<file path="src/rtl/hls_deadlock_monitor_param.sv">
// hls_deadlock_monitor_param
// Watches HLS dataflow processes and AXI-Stream ports. Declares a sticky
// deadlock once every process is stopped (idle, channel-blocked or
// AXIS-blocked), at least one AXIS port is blocked, and that condition has
// held for STOP_THRESH consecutive cycles. A snapshot of who was blocked is
// captured on entry and offered through a valid/ready report handshake.
//
// state    | meaning
// ---------+-------------------------------------------------------------
// MONITOR  | no stop condition seen, stop_cycles = 0
// PENDING  | stop condition held for fewer than STOP_THRESH cycles
// DEADLOCK | deadlock declared; block and snapshots held until clear/reset

module hls_deadlock_monitor_param #(
   parameter int                      NUM_PROC      = 9,
   parameter int                      NUM_AXIS      = 2,
   parameter logic [8*NUM_AXIS-1:0]   AXIS_PROC_MAP = {8'd8, 8'd0},
   parameter logic [NUM_AXIS-1:0]     AXIS_DIR      = 2'b10,
   parameter int                      STOP_THRESH   = 4,
   parameter int                      CNT_W         = 16
) (
   input  logic                  clock,
   input  logic                  reset,
   input  logic                  enable,
   input  logic                  clear,
   input  logic [NUM_AXIS-1:0]   axis_block_sigs,
   input  logic [NUM_PROC-1:0]   inst_idle_sigs,
   input  logic [NUM_PROC-1:0]   inst_block_sigs,
   output logic                  block,
   output logic                  block_pulse,
   output logic [2*NUM_AXIS-1:0] axis_block_info,
   output logic [NUM_PROC-1:0]   block_proc_vec,
   output logic [CNT_W-1:0]      stop_cycles,
   output logic                  report_valid,
   input  logic                  report_ready
);

   typedef enum logic [1:0] {
      MONITOR  = 2'd0,
      PENDING  = 2'd1,
      DEADLOCK = 2'd2
   } state_t;

   localparam logic [CNT_W-1:0] CNT_MAX   = {CNT_W{1'b1}};
   localparam logic [31:0]      THRESH_M1 = 32'(STOP_THRESH - 1);

   state_t                state_q, state_d;
   logic [CNT_W-1:0]      stop_cycles_q, stop_cycles_d;
   logic                  block_pulse_q, block_pulse_d;
   logic                  report_valid_q, report_valid_d;
   logic [2*NUM_AXIS-1:0] axis_info_q, axis_info_d;
   logic [NUM_PROC-1:0]   proc_vec_q, proc_vec_d;

   logic [NUM_PROC-1:0]   axis_blk;
   logic [NUM_PROC-1:0]   stop;
   logic [2*NUM_AXIS-1:0] axis_code;
   logic                  cond;
   logic [CNT_W-1:0]      cnt_inc;

   // Fold AXIS port blocks onto their owning processes; build per-port codes.
   always_comb begin
      axis_blk  = '0;
      axis_code = '0;
      for (int p = 0; p < NUM_PROC; p++) begin
         for (int k = 0; k < NUM_AXIS; k++) begin
            if (AXIS_PROC_MAP[8*k +: 8] == 8'(p) && axis_block_sigs[k])
               axis_blk[p] = 1'b1;
         end
      end
      for (int k = 0; k < NUM_AXIS; k++) begin
         if (axis_block_sigs[k])
            axis_code[2*k +: 2] = AXIS_DIR[k] ? 2'b01 : 2'b10;
      end
      stop    = inst_idle_sigs | inst_block_sigs | axis_blk;
      cond    = enable & (&stop) & (|axis_blk);
      cnt_inc = (stop_cycles_q == CNT_MAX) ? stop_cycles_q : stop_cycles_q + 1'b1;
   end

   // Next-state, counter, report and snapshot logic.
   always_comb begin
      state_d        = state_q;
      stop_cycles_d  = stop_cycles_q;
      block_pulse_d  = 1'b0;
      report_valid_d = report_valid_q;
      axis_info_d    = axis_info_q;
      proc_vec_d     = proc_vec_q;
      case (state_q)
         MONITOR: begin
            stop_cycles_d = '0;
            if (!clear && cond) begin
               stop_cycles_d = cnt_inc;
               if (STOP_THRESH <= 1) begin
                  state_d        = DEADLOCK;
                  block_pulse_d  = 1'b1;
                  report_valid_d = 1'b1;
                  axis_info_d    = axis_code;
                  proc_vec_d     = inst_block_sigs | axis_blk;
               end else begin
                  state_d = PENDING;
               end
            end
         end
         PENDING: begin
            if (clear || !cond) begin
               state_d       = MONITOR;
               stop_cycles_d = '0;
            end else begin
               stop_cycles_d = cnt_inc;
               if (32'(stop_cycles_q) >= THRESH_M1) begin
                  state_d        = DEADLOCK;
                  block_pulse_d  = 1'b1;
                  report_valid_d = 1'b1;
                  axis_info_d    = axis_code;
                  proc_vec_d     = inst_block_sigs | axis_blk;
               end
            end
         end
         DEADLOCK: begin
            if (clear) begin
               state_d        = MONITOR;
               stop_cycles_d  = '0;
               report_valid_d = 1'b0;
               axis_info_d    = '0;
               proc_vec_d     = '0;
            end else begin
               if (cond)
                  stop_cycles_d = cnt_inc;
               if (report_valid_q && report_ready)
                  report_valid_d = 1'b0;
            end
         end
         default: begin
            state_d        = MONITOR;
            stop_cycles_d  = '0;
            report_valid_d = 1'b0;
            axis_info_d    = '0;
            proc_vec_d     = '0;
         end
      endcase
   end

   // State and output registers; reset discards everything with no report.
   always_ff @(posedge clock) begin
      if (reset) begin
         state_q        <= MONITOR;
         stop_cycles_q  <= '0;
         block_pulse_q  <= 1'b0;
         report_valid_q <= 1'b0;
         axis_info_q    <= '0;
         proc_vec_q     <= '0;
      end else begin
         state_q        <= state_d;
         stop_cycles_q  <= stop_cycles_d;
         block_pulse_q  <= block_pulse_d;
         report_valid_q <= report_valid_d;
         axis_info_q    <= axis_info_d;
         proc_vec_q     <= proc_vec_d;
      end
   end

   assign block           = (state_q == DEADLOCK);
   assign block_pulse     = block_pulse_q;
   assign report_valid    = report_valid_q;
   assign axis_block_info = axis_info_q;
   assign block_proc_vec  = proc_vec_q;
   assign stop_cycles     = stop_cycles_q;

endmodule

</file>
<file path="config.mk">
export PLATFORM = sky130hd
export DESIGN_NAME = hls_deadlock_monitor_param
export DESIGN_NICKNAME = d
export VERILOG_FILES = /design/src/rtl/hls_deadlock_monitor_param.sv
export SDC_FILE = /design/constraint.sdc
export NUM_CORES = 1
export LEC_CHECK = 0
export BUFFER_PORTS_ARGS = -buffer_cell sky130_fd_sc_hd__buf_2
export CAP_MARGIN = 20
export CORE_MARGIN = 4
export CORE_UTILIZATION = 45
export DETAILED_ROUTE_END_ITERATION = 10
export PLACE_DENSITY = 0.76
export REMOVE_ABC_BUFFERS = 1
export SYNTH_ARGS = -nofsm -noshare
export SYNTH_HDL_FRONTEND = slang
export SYNTH_SLANG_ARGS = --single-unit
</file>
<file path="constraint.sdc">
create_clock -name clock -period 3.9 [get_ports clock]
set_clock_uncertainty 0.05 [all_clocks]
set_input_delay 0.39 -clock clock [delete_from_list [all_inputs] [get_ports clock]]
set_output_delay 0.39 -clock clock [all_outputs]
set_load 0.02 [all_outputs]
</file>
==> results of run 1 <==
per-layer routing:
layer	GRT usage, %	up-vias
li1	-	849
met5	0	-
met4	6.07	0
met3	5.80	8
met2	27.1	57
met1	23.5	804
worst paths after layout:
path                                         start  slack [ns]                 end
worst min register to register  axis_block_info[2]        0.42  axis_block_info[2]
worst min-delay path            inst_block_sigs[3]        0.28   block_proc_vec[3]
worst max-delay path                stop_cycles[0]        1.67      stop_cycles[7]
worst max register to register      stop_cycles[0]        1.67      stop_cycles[7]
cells in the final DEF, fill, tap and decap left out, drive strengths merged, types with 3 or more instances in the layout:
cell type / instances
a211oi: 6
a21oi: 14
a22o: 11
a311oi: 4
buf: 54
clkbuf: 7
dfxtp: 31
inv: 6
nand2: 11
nand2b: 4
nand3: 8
nand4: 10
nor2: 4
nor3: 11
nor4: 5
o21ai: 9
o22ai: 3
o32ai: 3
or2: 3
or4: 4
power by group through the flow:
stage | logic, mW | clock network, mW | registers, mW
after global placement | 0.0397 | 0 | 0.324
after detailed placement | 0.0401 | 0 | 0.324
after CTS | 0.0402 | 0.336 | 0.317
after floorplan | 0.0192 | 0 | 0.325
final | 0.0403 | 0.332 | 0.317
after global routing | 0.0443 | 0.348 | 0.317
registers in the layout, indices dropped and copies added, names as in the netlist:
signal           cells
stop_cycles         16
block_proc_vec       9
axis_block_info      2
state_q              2
block_pulse          1
report_valid         1
cell families after synthesis:
| logic type | Yosys count | share of synthesized area, % |
|---|---|---|
| other | 1 | 0.221 |
| DFF | 31 | 36.5 |
| buffers and inverters | 17 | 6.18 |
| adders and majority gates | 1 | 0.736 |
| muxes | 1 | 0.589 |
| AOI/OAI and AO/OA | 65 | 28.2 |
| and+or+nand+nor | 72 | 27.6 |
worst max-delay path: stages (launching register included):
cell and delay (ns):
dfxtp_1 0.44, ha_1 0.35, nand4_1 0.21, or4_1 0.59
nand3_2 0.12, a21oi_1 0.07, a211oi_1 0.29
through the flow:
step	util, %	setup slack (ns)	cell area, um^2
after floorplan	-	1.84	1620
after global placement	53.3	1.54	1950
after detailed placement	53.3	1.50	1950
after CTS	56.5	1.55	2070
after global routing	56.7	1.52	2080
final	56.7	1.67	2080
area by class of cell:
cell class	count	area (um^2)	area share (%)
clock buffer	6	82.6	3.98
clock inverter	2	35.0	1.69
inverter	6	22.5	1.08
timing repair buffer	55	278	13.4
sequential	31	621	29.9
tap	48	60.1	2.89
multi-input combinational	141	978	47.1
==> impl_metrics.yaml, run 1 <==
power:
  pwr-share-seq_pct: 46.0
  pwr-share-comb_pct: 5.8
  p_int_uw: 539
  p_switching_uw: 151
  p_per_area_mw_per_mm2: 332
  total_power_uw: 690
  p_leak_nw: 0.825
  ir_drop_v: 0.000177
  sw_frac_of_total_pct: 21.8
  clock_power_share_pct: 48.2
synthesis:
  netlist_instances: 188
  ys_async_sr_fraction_pct: 0
  ys_top_cells_by_count: "dfxtp_1 (31), a21oi_1 (14), a22o_1 (11), nand2_1 (11), nor3_1 (10)"
  synth.most_common_cell: "dfxtp_1"
  yosysSeqAreaShare_pct: 36.5
  post-synth-top-area-cell: "dfxtp_1"
  synth_top_cell_area_share_pct: 36.5
  synthTopCellsByArea: "dfxtp_1 (36%), a22o_1 (5.7%), a21oi_1 (4.1%), nand4_1 (2.9%), nor3_1 (2.9%)"
  synth_ff_type: "dfxtp_1"
  synth-edff-count: 0
  synthDistinctLibCells: 55
  syn_area_mm2: 0.00170
  synth_area_per_cell_um2: 9.04
  ys_warn_count: 0
  ys_seq_elements: 31
worst_setup_path:
  crit_type: "reg -> reg"
  crit_arrival_ns: 2.37
  reg2regPathDepth: 6
  worstSetupEndpointType: "register"
  startpoint_type: "register"
  crit_required_ns: 4.04
  crit_fanout: 8
sta:
  finalSetupTns_ns: 0
  fmax_ghz: 0.449
  worst_pin_slew_ns: 0.677
  relSlewSlack_pct: 54.8
  setup_viol: 0
  hold_ws_ns: 0.283
  rsz0062_at_grt: "false"
  period_needed_ns: 2.23
  fin_crit_sh_pct: 57.1
  hold_viol_final: 0
  slew_violations: 0
outcome:
  status: "completed"
die:
  dieWidth_um: 69.5
  die_area_mm2: 0.00483
  start_util_pct: 46.4
  io_pins: 57
  die_h_um: 69.5
  num_rows: 22
  core_mm2: 0.00366
hold_path:
  min_path_type: "in -> reg"
  whs_path_depth: 2
clock_tree:
  clock-root-buffer: "clkbuf_8"
  post_cts_resized: 0
  htree_levels: 2
  cts.sinks: 31
  cts_buffer_depth: 2
  post_cts_buffers: 0
  numCtsBuffers: 5
  clock_latency_ns: 0.29
  cts.clk_slew.worst_paths_ns: 0.07
  cts_tree: "yes"
  cts_hold_buf: 0
routing:
  drtPass1Iterations: 4
  wl_per_cell_um: 15.2
  drcViolationCount: 0
  vias: 1718
  top_layer: "met4"
  met2WireLength_um: 2030
  viasPerCell: 5.94
  drt_iter0_markers: 111
  wl_met1_um: 2010
  wl_met3_um: 273
  antenna_left: 0
  wirelength_um: 4390
global_route:
  first_global_vias: 1565
  grt_use_total_pct: 17.8
  antenna_found_initial: 0
  grt_max_degree: 26
  grt_pass1_wl_um: 7120
  grt.overflow.total: 0
final_layout:
  fin_cells: 289
  fillCellCount: 346
  layout-drive-gt1-share_pct: 32.8
  syn2layout_area_growth_pct: 22.1
  antenna_cells: 0
  nets: 266
place:
  portBuffers: 54
  hpwl_um: 3190
  place.gp.congestion: 0.929
  dp_cells: 280
run:
  cap_violations: 0
No activity file was read; power rests on OpenSTA's default activity.
==> inputs of run 2 (changes only) <==
--- a/config.mk
+++ b/config.mk
@@ -5,12 +5,13 @@
 export SDC_FILE = /design/constraint.sdc
 export NUM_CORES = 1
 export LEC_CHECK = 0
+export ABC_AREA = 1
 export BUFFER_PORTS_ARGS = -buffer_cell sky130_fd_sc_hd__buf_2
 export CAP_MARGIN = 20
 export CORE_MARGIN = 4
 export CORE_UTILIZATION = 45
 export DETAILED_ROUTE_END_ITERATION = 10
-export PLACE_DENSITY = 0.76
+export PLACE_DENSITY = 0.73
 export REMOVE_ABC_BUFFERS = 1
 export SYNTH_ARGS = -nofsm -noshare
 export SYNTH_HDL_FRONTEND = slang
==> constraint.sdc (replaced) <==
create_clock -name clock -period 2.3 [get_ports clock]
set_clock_uncertainty 0.05 [all_clocks]
set_input_delay 0.23 -clock clock [delete_from_list [all_inputs] [get_ports clock]]
set_output_delay 0.23 -clock clock [all_outputs]
set_load 0.02 [all_outputs]
==> impl_metrics.yaml, run 2 <==
die:
  num_rows: 24
  die_area_mm2: 0.00566
  die_h_um: 75.3
  start_util_pct: 46.8
  core_mm2: 0.00435
  io_pins: 57
  dieWidth_um: 75.3
clock_tree:
  post_cts_resized: 0
  clock-root-buffer: "clkbuf_8"
  cts_buffer_depth: 2
  clock_latency_ns: 0.28
  htree_levels: 2
  cts.sinks: 31
  numCtsBuffers: 5
  cts_hold_buf: 0
  cts.clk_slew.worst_paths_ns: 0.07
  cts_tree: "yes"
  post_cts_buffers: 0
sta:
  relSlewSlack_pct: 56.7
  hold_viol_final: 0
  finalSetupTns_ns: 0
  worst_pin_slew_ns: 0.649
  fmax_ghz: 0.498
  hold_ws_ns: 0.187
  fin_crit_sh_pct: 87.2
  slew_violations: 0
  period_needed_ns: 2.01
  setup_viol: 0
  rsz0062_at_grt: "false"
worst_setup_path:
  cp_num_buf_inv: 2
  worstPathCellList: "ha_1 > inv_1 > nand3_1 > nor2_1 > nand2_1 > nand2_1 > nand2_1 > nand3_2 > nand2_1 > inv_1 > nor2_1"
  crit_family: "simple AND/OR/NAND/NOR gates"
  crit_top_cell: "nand2_1"
  cpPeakStageDelay_ns: 0.34
  crit_required_ns: 2.43
  timing.rr.start: "stop_cycles[0]"
  rrSetupSlack_ns: 0.29
  worstSetupStartpoint: "stop_cycles[0]"
  timing.rr.end: "block_proc_vec[0]"
  crit_arrival_ns: 2.13
  worstSetupEndpointType: "register"
  reg2regPathDepth: 11
  startpoint_type: "register"
  crit_type: "reg -> reg"
  crit_fanout: 13
  crit_path_top_delay_cell: "dfxtp_1"
place:
  portBuffers: 54
  place.gp.congestion: 0.882
  hpwl_um: 3770
synthesis:
  syn_area_mm2: 0.00204
  netlist_instances: 341
  synth-edff-count: 0
  synth_ff_type: "dfxtp_1"
  ys_seq_elements: 31
  post-synth-top-area-cell: "dfxtp_1"
  synthDistinctLibCells: 28
  ys_top_cells_by_count: "nand2_1 (98), nor2_1 (59), inv_1 (55), dfxtp_1 (31), nand3_1 (22)"
  yosysSeqAreaShare_pct: 30.5
  synth.most_common_cell: "nand2_1"
  ys_warn_count: 0
  ys_async_sr_fraction_pct: 0
  synthTopCellsByArea: "dfxtp_1 (30%), nand2_1 (18%), nor2_1 (11%), inv_1 (10%), nand3_1 (5.4%)"
  synth_area_per_cell_um2: 5.97
  synth_top_cell_area_share_pct: 30.5
power:
  p_leak_nw: 1.19
  p_switching_uw: 240
  ir_drop_v: 0.000265
  sw_frac_of_total_pct: 23.2
  p_int_uw: 797
  p_per_area_mw_per_mm2: 433
  clock_power_share_pct: 41.7
  pwr-share-seq_pct: 51.8
  pwr-share-comb_pct: 6.5
  total_power_mw: 1.04
global_route:
  grt_use_total_pct: 17.9
  first_global_vias: 1807
  grt_max_degree: 22
  grt.overflow.total: 0
  antenna_found_initial: 0
  grt_pass1_wl_um: 7850
hold_path:
  whs_path_depth: 2
  min_to: "stop_cycles[10]"
  min_from: "reset"
  min_path_type: "in -> reg"
routing:
  drcViolationCount: 0
  vias: 2155
  viasPerCell: 4.85
  wirelength_um: 4960
  drt_iter0_markers: 163
  drtPass1Iterations: 4
  wl_per_cell_um: 11.2
  antenna_left: 0
final_layout:
  layout-drive-gt1-share_pct: 19.6
  antenna_cells: 0
  syn2layout_area_growth_pct: 17.6
  largest_reg_flops: 16
  final_cell_mix: "nand2_1 (98), nor2_1 (59), inv_1 (55), buf_2 (54), dfxtp_1 (31)"
  fillCellCount: 435
  final_common_cell: "nand2_1"
  post-route-util_pct: 55.0
  nets: 418
run:
  cap_violations: 0
outcome:
  status: "completed"
-- run 2: kinds of logic (layout without fill, tap and decap cells) --
| group | count (synthesis) | count (layout) | share of synthesized area [%] |
|---|---|---|---|
| buf+inv | 68 | 118 | 14.1 |
| other cells | 1 | 2 | 0.184 |
| xor+xnor | 2 | 2 | 0.861 |
| simple gates | 218 | 218 | 48.7 |
| compound gates | 20 | 20 | 5.10 |
| flops | 31 | 31 | 30.5 |
| fa+ha+maj | 1 | 1 | 0.615 |
-- run 2: worst max-delay path by stage --
| stage | end | slack, ns | cells past startpoint |
|---|---|---|---|
| global placement | block_proc_vec[6] | 0.41 | 11 |
| CTS | block_proc_vec[0] | 0.31 | 11 |
| finish | block_proc_vec[0] | 0.29 | 11 |
| global route | block_proc_vec[1] | 0.06 | 11 |
| floorplan | axis_block_info[1] | 0.50 | 11 |
| detailed placement | axis_block_info[1] | 0.33 | 11 |
-- run 2: layer usage --
metal / vias to the layer above / share of wire [%] / track usage, %
met4: 0 / 1.2 / 7.18
li1: 1147 / - / -
met2: 54 / 47 / 27.7
met5: - / 0 / 0
met3: 7 / 5.0 / 3.20
met1: 947 / 47 / 24.6
-- run 2: layout make-up --
class | instances | area [um^2] | area share (%)
timing repair buffer | 55 | 278 | 11.6
multi-input combinational | 243 | 1130 | 47.3
sequential | 31 | 621 | 25.9
tap | 52 | 65.1 | 2.72
inverter | 56 | 210 | 8.78
clock buffer | 6 | 82.6 | 3.45
clock inverter | 1 | 5.00 | 0.209
-- run 2: power by group through the flow --
stage / registers [mW] / clock network (mW) / logic [mW]
2_1_floorplan: 0.550 / 0 / 0.0346
3_3_place_gp: 0.549 / 0 / 0.0677
3_5_place_dp: 0.549 / 0 / 0.0681
4_1_cts: 0.537 / 0.447 / 0.0682
5_1_grt: 0.537 / 0.467 / 0.0763
6_report: 0.537 / 0.433 / 0.0674
-- run 2: per-stage QoR --
| step | area [um^2] | instances | worst slack (ns) |
|---|---|---|---|
| floorplan | 1960 | 330 | 0.497 |
| detailed placement | 2310 | 437 | 0.332 |
| finish | 2390 | 444 | 0.294 |
| global placement | 2310 | 437 | 0.405 |
| CTS | 2390 | 444 | 0.308 |
| global route | 2390 | 444 | 0.0559 |
